$ cat src/rtl/lut_layer_sequencer_pkg.sv
// Shared types and helpers for the time-multiplexed LUT layer sequencer.
package lut_seq_pkg;

   localparam int unsigned FAN_IN    = 6;
   localparam int unsigned TT_W      = 64;
   // Widest fan-in index the layer can need (IN_W up to 1024).
   localparam int unsigned IDX_MAX_W = 10;

   typedef enum logic [1:0] {
      IDLE,
      EVAL,
      DONE
   } state_e;

   typedef logic [IDX_MAX_W-1:0] idx_t;
   typedef idx_t [FAN_IN-1:0]    fanin_t;

   // Unpack six fan-in indices of idx_w bits each; index k sits at [k*idx_w +: idx_w].
   // Bits of the word above FAN_IN*idx_w are never read.
   function automatic fanin_t unpack_conn(input logic [TT_W-1:0] word,
                                          input int unsigned     idx_w);
      fanin_t res;
      res = '0;
      for (int unsigned k = 0; k < FAN_IN; k++) begin
         for (int unsigned b = 0; b < IDX_MAX_W; b++) begin
            if (b < idx_w) begin
               res[k][b] = word[k*idx_w + b];
            end
         end
      end
      return res;
   endfunction

endpackage

$ cat src/rtl/lut_layer_sequencer_if.sv
// Configuration, input-stream and output-stream bundle of the LUT layer sequencer.
interface lut_layer_sequencer_if #(
   parameter int unsigned IN_W  = 64,
   parameter int unsigned NUM_N = 16,
   parameter int unsigned N_W   = $clog2(NUM_N)
);
   logic             cfg_we;
   logic             cfg_sel;
   logic [N_W-1:0]   cfg_addr;
   logic [63:0]      cfg_data;
   logic             cfg_err;
   logic             in_valid;
   logic             in_ready;
   logic [IN_W-1:0]  in_data;
   logic             out_valid;
   logic             out_ready;
   logic [NUM_N-1:0] out_data;
   logic             busy;

   // Producer / configuration side.
   modport master (
      output cfg_we, cfg_sel, cfg_addr, cfg_data, in_valid, in_data, out_ready,
      input  cfg_err, in_ready, out_valid, out_data, busy
   );

   // Sequencer side.
   modport slave (
      input  cfg_we, cfg_sel, cfg_addr, cfg_data, in_valid, in_data, out_ready,
      output cfg_err, in_ready, out_valid, out_data, busy
   );
endinterface

$ cat src/rtl/lut_layer_sequencer_lut6.sv
// Runtime-loadable 6-input truth-table evaluator (one neuron's ROM, made writable).
module lut6_eval (
   input  logic [63:0] tt_i,
   input  logic [5:0]  addr_i,
   output logic        y_o
);
   assign y_o = tt_i[addr_i];
endmodule

$ cat src/rtl/lut_layer_sequencer.sv
// Evaluates all neurons of a LogicNets layer with a single shared LUT6, one neuron per cycle.
module lut_layer_sequencer
   import lut_seq_pkg::*;
#(
   parameter int unsigned IN_W  = 64,
   parameter int unsigned NUM_N = 16,
   parameter int unsigned IDX_W = $clog2(IN_W),
   parameter int unsigned N_W   = $clog2(NUM_N)
) (
   input logic                  clk,
   input logic                  rst,
   lut_layer_sequencer_if.slave bus
);

   state_e              state_q, state_d;
   logic [N_W-1:0]      n_q;
   logic [IN_W-1:0]     in_q;
   logic [TT_W-1:0]     tt_q   [NUM_N];
   logic [TT_W-1:0]     conn_q [NUM_N];
   logic [NUM_N-1:0]    out_q;
   logic                out_valid_q;
   logic                cfg_err_q;

   logic                accept;
   logic                last_n;
   logic                addr_ok;
   logic                cfg_ok;
   logic                lut_y;
   logic [FAN_IN-1:0]   lut_addr;
   logic [IDX_W-1:0]    idx_k;
   fanin_t              fan;

   assign accept  = (state_q == IDLE) && bus.in_valid;
   assign last_n  = (32'(n_q) == NUM_N - 1);
   assign addr_ok = (32'(bus.cfg_addr) < NUM_N);
   // A write coincident with an accept still lands: the store is read from the next cycle on.
   assign cfg_ok  = bus.cfg_we && (state_q == IDLE) && addr_ok;

   // Gather the six fan-in bits of the current neuron into the LUT address.
   always_comb begin
      lut_addr = '0;
      idx_k    = '0;
      fan      = unpack_conn(conn_q[n_q], IDX_W);
      for (int unsigned k = 0; k < FAN_IN; k++) begin
         idx_k       = IDX_W'(fan[k]);
         lut_addr[k] = in_q[idx_k];
      end
   end

   lut6_eval u_lut (
      .tt_i   (tt_q[n_q]),
      .addr_i (lut_addr),
      .y_o    (lut_y)
   );

   // FSM state register.
   always_ff @(posedge clk or posedge rst) begin
      if (rst) begin
         state_q <= IDLE;
      end else begin
         state_q <= state_d;
      end
   end

   // FSM next-state logic.
   always_comb begin
      state_d = state_q;
      case (state_q)
         IDLE:    if (bus.in_valid) state_d = EVAL;
         EVAL:    if (last_n)       state_d = DONE;
         DONE:    if (bus.out_ready) state_d = IDLE;
         default: state_d = IDLE;
      endcase
   end

   // FSM outputs; both depend on registered state only.
   always_comb begin
      bus.in_ready = (state_q == IDLE);
      bus.busy     = (state_q != IDLE);
   end

   assign bus.out_valid = out_valid_q;
   assign bus.out_data  = out_q;
   assign bus.cfg_err   = cfg_err_q;

   // Input capture, neuron counter, result vector and output-valid flag.
   always_ff @(posedge clk or posedge rst) begin
      if (rst) begin
         n_q         <= '0;
         in_q        <= '0;
         out_q       <= '0;
         out_valid_q <= 1'b0;
      end else begin
         if (accept) begin
            in_q <= bus.in_data;
            n_q  <= '0;
         end else if (state_q == EVAL) begin
            out_q[n_q] <= lut_y;
            n_q        <= n_q + 1'b1;
         end
         if ((state_q == EVAL) && last_n) begin
            out_valid_q <= 1'b1;
         end else if ((state_q == DONE) && bus.out_ready) begin
            out_valid_q <= 1'b0;
         end
      end
   end

   // Truth-table and connectivity stores plus the rejected-write pulse.
   always_ff @(posedge clk or posedge rst) begin
      if (rst) begin
         for (int unsigned i = 0; i < NUM_N; i++) begin
            tt_q[i]   <= '0;
            conn_q[i] <= '0;
         end
         cfg_err_q <= 1'b0;
      end else begin
         cfg_err_q <= bus.cfg_we && !cfg_ok;
         if (cfg_ok) begin
            if (bus.cfg_sel) begin
               conn_q[bus.cfg_addr] <= bus.cfg_data;
            end else begin
               tt_q[bus.cfg_addr] <= bus.cfg_data;
            end
         end
      end
   end

endmodule

$ cat src/flat_wrapper.sv
// flat-port wrapper written by rule: the top's interface ports become plain ports
module lut_layer_sequencer_flat import lut_seq_pkg::*;
#(
   parameter int unsigned IN_W  = 64,
   parameter int unsigned NUM_N = 16,
   parameter int unsigned IDX_W = $clog2(IN_W),
   parameter int unsigned N_W   = $clog2(NUM_N)
)
  (clk, rst, bus_cfg_we, bus_cfg_sel, bus_cfg_addr, bus_cfg_data, bus_in_valid, bus_in_data, bus_out_ready, bus_cfg_err, bus_in_ready, bus_out_valid, bus_out_data, bus_busy);
  lut_layer_sequencer_if #(.IN_W(IN_W), .NUM_N(NUM_N), .N_W(N_W)) bus_i ();
  input logic clk;
  input logic rst;
  input wire logic [$bits(bus_i.cfg_we)-1:0] bus_cfg_we;
  input wire logic [$bits(bus_i.cfg_sel)-1:0] bus_cfg_sel;
  input wire logic [$bits(bus_i.cfg_addr)-1:0] bus_cfg_addr;
  input wire logic [$bits(bus_i.cfg_data)-1:0] bus_cfg_data;
  input wire logic [$bits(bus_i.in_valid)-1:0] bus_in_valid;
  input wire logic [$bits(bus_i.in_data)-1:0] bus_in_data;
  input wire logic [$bits(bus_i.out_ready)-1:0] bus_out_ready;
  output wire logic [$bits(bus_i.cfg_err)-1:0] bus_cfg_err;
  output wire logic [$bits(bus_i.in_ready)-1:0] bus_in_ready;
  output wire logic [$bits(bus_i.out_valid)-1:0] bus_out_valid;
  output wire logic [$bits(bus_i.out_data)-1:0] bus_out_data;
  output wire logic [$bits(bus_i.busy)-1:0] bus_busy;
  assign bus_i.cfg_we = bus_cfg_we;
  assign bus_i.cfg_sel = bus_cfg_sel;
  assign bus_i.cfg_addr = bus_cfg_addr;
  assign bus_i.cfg_data = bus_cfg_data;
  assign bus_i.in_valid = bus_in_valid;
  assign bus_i.in_data = bus_in_data;
  assign bus_i.out_ready = bus_out_ready;
  assign bus_cfg_err = bus_i.cfg_err;
  assign bus_in_ready = bus_i.in_ready;
  assign bus_out_valid = bus_i.out_valid;
  assign bus_out_data = bus_i.out_data;
  assign bus_busy = bus_i.busy;
  lut_layer_sequencer #(.IN_W(IN_W), .NUM_N(NUM_N), .IDX_W(IDX_W), .N_W(N_W)) u_core (.clk(clk), .rst(rst), .bus(bus_i));
endmodule
$ cat config.mk
export PLATFORM = sky130hd
export DESIGN_NAME = lut_layer_sequencer_flat
export DESIGN_NICKNAME = d
export VERILOG_FILES = /design/src/rtl/lut_layer_sequencer_pkg.sv /design/src/rtl/lut_layer_sequencer_if.sv /design/src/rtl/lut_layer_sequencer_lut6.sv /design/src/rtl/lut_layer_sequencer.sv /design/src/flat_wrapper.sv
export SDC_FILE = /design/constraint.sdc
export NUM_CORES = 2
export LEC_CHECK = 0
export ABC_CLOCK_PERIOD_IN_PS = 122200
export BUFFER_PORTS_ARGS = -buffer_cell sky130_fd_sc_hd__buf_2
export CORE_MARGIN = 2
export CORE_UTILIZATION = 45
export CTS_BUF_LIST = sky130_fd_sc_hd__clkbuf_16
export CTS_CLUSTER_DIAMETER = 150
export DETAILED_ROUTE_END_ITERATION = 8
export GPL_ROUTABILITY_DRIVEN = 0
export REMOVE_ABC_BUFFERS = 1
export SKIP_CTS_REPAIR_TIMING = 1
export SYNTH_ARGS = -nofsm -noshare
export SYNTH_HDL_FRONTEND = slang
export SYNTH_SLANG_ARGS = --single-unit
export TNS_END_PERCENT = 100
$ cat constraint.sdc
create_clock -name clk -period 122.2 [get_ports clk]
set_input_delay 12.22 -clock clk [delete_from_list [all_inputs] [get_ports clk]]
set_output_delay 12.22 -clock clk [all_outputs]
set_load 0.01 [all_outputs]
; ---- Word-level counts from Yosys, hierarchy flattened
; Cells that the tools add are included.
[totals]
register_bits = 2136
latchBits = 0
ramBits = 0
rom_bits = 0
input_bits = 138
out_inout_bits = 20
elab_cells = 112
n_memories = 0
[op_classes]
addsub = 1
mul = 0
div = 0
n_lt_le_gt_ge = 12
n_eq_ne = 6
n_shift = 0
muxes = 35
bitwise_logic = 4
reduce_logical = 16
[ops]
columns = cell, count
row1 = bitwise mux 1024 bit, 2
row2 = binary-select mux 64 bit (select 4 bit), 2
row3 = demux 64 bit (select 4 bit), 1
row4 = two-way mux 64 bit, 3
row5 = two-way mux 36 bit, 2
row6 = < comparator 6 x 7 -> 1 bit (second input constant), 7
row7 = binary-select mux 1 bit (select 6 bit), 7
row8 = bitwise mux 16 bit, 1
row9 = >= comparator 5 bit (second input constant), 2
row10 = two-way mux 1 bit, 10
row11 = inverter 4 -> 5 bit, 2
row12 = two-way mux 4 bit, 2
row13 = logical AND 1 bit, 7
row14 = two-way mux 2 bit, 3
row15 = case mux 2 bit (3 select lines), 1
row16 = AND reduction 2 bit, 3
row17 = nonzero test 2 bit, 3
row18 = < comparator 4 x 5 -> 1 bit (second input constant), 1
row19 = < comparator 5 x 1 -> 1 bit (second input constant), 1
row20 = adder 4 x 1 -> 4 bit (second input constant), 1
row21 = demux 1 bit (select 4 bit), 1
row22 = equality test 4 bit (second input constant), 1
row23 = >= comparator 4 x 1 -> 1 bit (second input constant), 1
row24 = inequality test 2 bit (second input constant), 2
row25 = 7 further kinds, 8

; ---- Depth between registers and ports, before layout
[depth]
ltp_word = 9
depth_mapped = 23
ltp_nobuf = 13

; ---- By module
; Synthesis repeated with hierarchy kept, for this count alone.
[hier_totals]
cells_unflattened = 5107
area_unflattened_um2 = 79353.6
[by_module_without_submodules]
columns = module, n_inst, cells_per_inst, area_each_um2, seq_area_each_um2
row1 = lut_layer_sequencer, 1, 5045, 78753.0, 42240.5
row2 = lut6_eval, 1, 62, 600.6, 0.0

; ---- Worst setup path before layout
; Ideal clock, no wire load.
[synth_path]
path_type = input to register
startpoint = in bus_cfg_sel
endpoint = reg u_core.tt_q[228] (netlist bit)
setup_ps = 125
arrival_ps = 13977
required_ps = 122075
setup_slack_ps = 108098
cell_stages = 6
path_buffers = 1
path_cell_list = nand3b_1 > inv_1 > nand3_1 > nor3_1 > clkbuf_1 > mux2_2
[synth_via]
elab_chain_len = 2
[synth_lines]
columns = item, line
row1 = "start, declared", flat_wrapper.sv:14  ; input wire logic [$bits(bus_i.cfg_sel)-1:0] bus_cfg_sel;
row2 = inverter 1 bit (no source line), --
row3 = AND reduction 2 bit (no source line), --
row4 = "end signal, assigned by index", lut_layer_sequencer.sv:123  ; tt_q[bus.cfg_addr] <= bus.cfg_data;
row5 = "end, declared", lut_layer_sequencer.sv:18  ; logic [TT_W-1:0] tt_q [NUM_N];
; Every way passes these cells.
; A chain may end at the register's enable or synchronous reset.

==> results.md <==
- startpoint-to-endpoint class of the critical path: in -> async
- leading register cell type out of synthesis: dfrtp_1
- CP top delay family: buffers and inverters
- initial standard-cell utilization of the core: 45.4%
- number of buffer and inverter instances along the worst setup path: 6
- via count: 46700
- Die Outline Area: 182000 sq um
- Gate Count Post-Synth: 5221
- largest net degree at the start of global routing: 162
- period utilisation layout: 12.6%
- Slew HR: 17.4%
- cells taking the most area after synthesis: dfrtp_1 (53%), mux2_2 (23%), mux4_2 (14%)
- sum of net half-perimeters after detailed placement: 124 mm
- worst-skew pair later-pin latency: 0.81 ns
- Final Slew Violations: 0
- maximum fanout count along the critical path: 118
- Post-Route Setup TNS: 0 ns
- Final Power: 1940 uW
- Warnings, synthesis: 0
- ratio of cells with drive above 1 in the final layout: 51.0%
- Yosys cell types: 93
- Synth Register Bits: 1688
- via density per instance: 6.07
- Max rail drop VDD: 0.0197 mV
- number of DRC markers in iteration 0: 3282
- sequential-to-total area share from yosys stat: 52.6%
- post-layout min period: 15.43 ns
- Clock Tree Buf Depth: 3
- Top Ports: 158
- placed instance area: 82700 sq um
- iteration count of the initial detailed-routing pass: 5
- detailed-route wire length: 216 mm
- grt ovf: 0
- reported leakage power: 0.0418 uW
- RSZ-0062 raised after global routing: no
- ys async rst share: 100%
- maximum clock frequency: 0.0648 GHz
- post-synthesis cell area: 80200 sq um
- run status: finished clean
- arrival time at the worst endpoint: 16.30 ns
- Syn Area/Cell: 15.4 sq um
- fraction of synthesized cell area taken by the top area cell type: 52.6%
- number of global-route vias before repair: 49200
- total setup violations reported at the end of the flow: 0
- Layout Skew: 0.0475 ns
- wire length of the first global-routing pass: 327 mm
- cell area power density: 22.0 nW/um^2
- Vert. Die Dim: 426 um
- TritonCTS clock tree: built
- clock root buffer: clkbuf_16
- critical path's largest stage delay: 0.89 ns
- Final #Nets: 5337
- WP data required: 123.07 ns
- clock buffers created by TritonCTS: 183
- fin area: 88200 sq um
- Critical Path Source Type: input pin
- Clk pin slew, worst setup/hold paths: 0.06 ns
- overall track demand over capacity in global routing: 24.1%
- number of endpoints with negative hold slack in the final report: 0
- PortBufs: 157
- endpoint kind of the worst setup timing path: asynchronous set/reset pin
- cell with the most instances on the worst path: buf_4
- number of enable flip-flop cells after synthesis: 0
- number of violations of the max-capacitance limit: 0
- cell type of the slowest stage on the worst timing path: buf_4
- Area Growth Syn to Fin: 9.95%
- die width: 426 um
- largest area contributor in the netlist: dfrtp_1
- drt drc: 0
- transition time at the pin with the least slew margin: 1.23 ns
- number of levels the H-tree was split into: 4
- clk sinks: 1688
- Site Rows: 154
- area inside the core boundary: 177000 sq um
- antenna violations before repair: 20
- antenna-violating nets left: 0
- drt wl/cell: 28.0 um
- worst min-delay path class: reg -> reg
- worst-path cell chain: buf_2 -> inv_8 -> buf_4 -> buf_4 -> buf_4 -> buf_4
[cells in the final DEF (no fill, tap or decap), types with 7 or more instances in the layout]
cell	Yosys	routed
a22o_1	10	10
mux4_2	491	491
nand2_4	3	15
a221oi_1	8	8
clkinv_8	0	7
dfrtp_1	1688	1684
nand3_1	100	100
diode_2	0	11
nor3_1	14	12
mux2i_1	123	123
mux4_1	11	11
nand4_1	20	20
nand2_2	3	16
buf_4	29	91
clkbuf_16	0	185
and2_1	11	10
nand2_1	287	262
a22oi_1	19	19
mux2_2	1626	1626
inv_1	8	53
nor2b_1	19	18
buf_2	54	157
nand2b_1	14	14
o211ai_1	14	14
clkinv_2	0	30
and3_1	9	9
o41ai_2	10	10
clkinv_1	1	49
a21oi_1	28	28
nor2_4	2	8
a211oi_1	12	12
a31oi_1	9	9
o21ai_0	50	50
a22oi_2	9	9
nor2_1	25	18
[through the flow]
| step | setup WS, ns | utilization (%) | std cells | hold WS, ns |
|---|---|---|---|---|
| 2_1_floorplan | 62.34 | - | 4756 | 0.471 |
| 3_3_place_gp | 105.85 | 46.8 | 7350 | 0.459 |
| 3_5_place_dp | 105.76 | 46.8 | 7350 | 0.463 |
| 4_1_cts | 106.64 | 49.9 | 7681 | 0.478 |
| 5_1_grt | 106.17 | 49.9 | 7684 | 0.489 |
| 6_report | 106.77 | 49.9 | 7692 | 0.479 |
[state kept, by name, indices dropped and copies added, names as in the netlist]
name                  cells
u_core.tt_q            1024
u_core.conn_q           576
u_core.in_q              64
u_core.bus.out_data      16
u_core.n_q                4
u_core.state_q            2
u_core.bus.cfg_err        1
u_core.bus.out_valid      1
[worst reg2reg max path: stages (launching register included)]
cell	delay, ns
dfrtp_4	1.07
buf_12	0.63
buf_4	0.93
mux4_2	0.61
mux2i_1	0.39
and2_2	0.37
nor2_4	0.16
mux2i_1	0.17
a221o_1	0.39
a21oi_1	0.19
o22a_1	0.42
and2_1	0.19
buf_4	0.24
mux2_2	0.40
a2111oi_1	1.05
a2111oi_4	0.06
buf_4	0.28
o41ai_1	0.38
[Yosys cell counts (10+ instances only)]
cell type / count
nand2b_1: 14
buf_1: 15
a211oi_1: 12
mux2i_1: 123
o21ai_0: 50
buf_6: 24
nor2b_1: 19
dfrtp_1: 1688
mux4_2: 491
clkbuf_1: 331
mux2_2: 1626
buf_2: 54
a22o_1: 10
nand3_1: 100
o211ai_1: 14
nor2_1: 25
nand4_1: 20
buf_4: 29
a21oi_1: 28
and2_1: 11
nor3_1: 14
o41ai_2: 10
mux4_1: 11
a22oi_1: 19
nand2_1: 287
[cell families after synthesis]
kind of cell,after synthesis,synth area share [%]
AO/OA/AOI/OAI,258,2.64
flip-flops,1688,52.6
multiplexers,2257,38.6
XOR/XNOR,1,0.0109
AND/OR/NAND/NOR,537,3.16
adder cells (fa/ha/maj),4,0.0624
buffers and inverters,476,2.90
[cell type report]
cell class | count | area (sq um)
repair buffers | 254 | 1590
clock buffers | 185 | 4630
clock inverters | 146 | 883
multi-input cells | 3057 | 35900
fillers | 15100 | 88500
well taps | 2340 | 2930
diodes | 11 | 27.5
flip-flops and latches | 1688 | 42300
inverters | 11 | 48.8
[final timing paths]
path	startpoint	to	slack, ns	cells after the start
setup / recovery	rst	u_core.tt_q[564]	106.77	6
setup reg to reg	u_core.n_q[1]	u_core.bus.out_data[12]	114.16	17
max in group clk	u_core.state_q[0]	bus_in_ready	107.80	2
hold reg to reg	u_core.bus.out_data[13]	u_core.bus.out_data[13]	0.48	2
hold / removal	u_core.bus.out_data[13]	u_core.bus.out_data[13]	0.48	2
min in group asynchronous	rst	u_core.conn_q[386]	11.59	2
[layer usage]
metal	track usage, %	part of all wire (%)	routed length, um	vias to the layer above
met4	6.57	2.4	5190	22
met3	3.59	4.6	9910	369
met1	33.6	44	95600	25500
met5	0	0.067	145	-
met2	39.3	49	105000	1160
li1	-	-	-	19600
[where the power goes]
part	switching (uW)	internal, uW	total [uW]
Sequential	94.4	668	763
Clock	228	284	513
Combinational	363	306	668
Total	685	1260	1940
No activity file was read; power rests on OpenSTA's default activity.
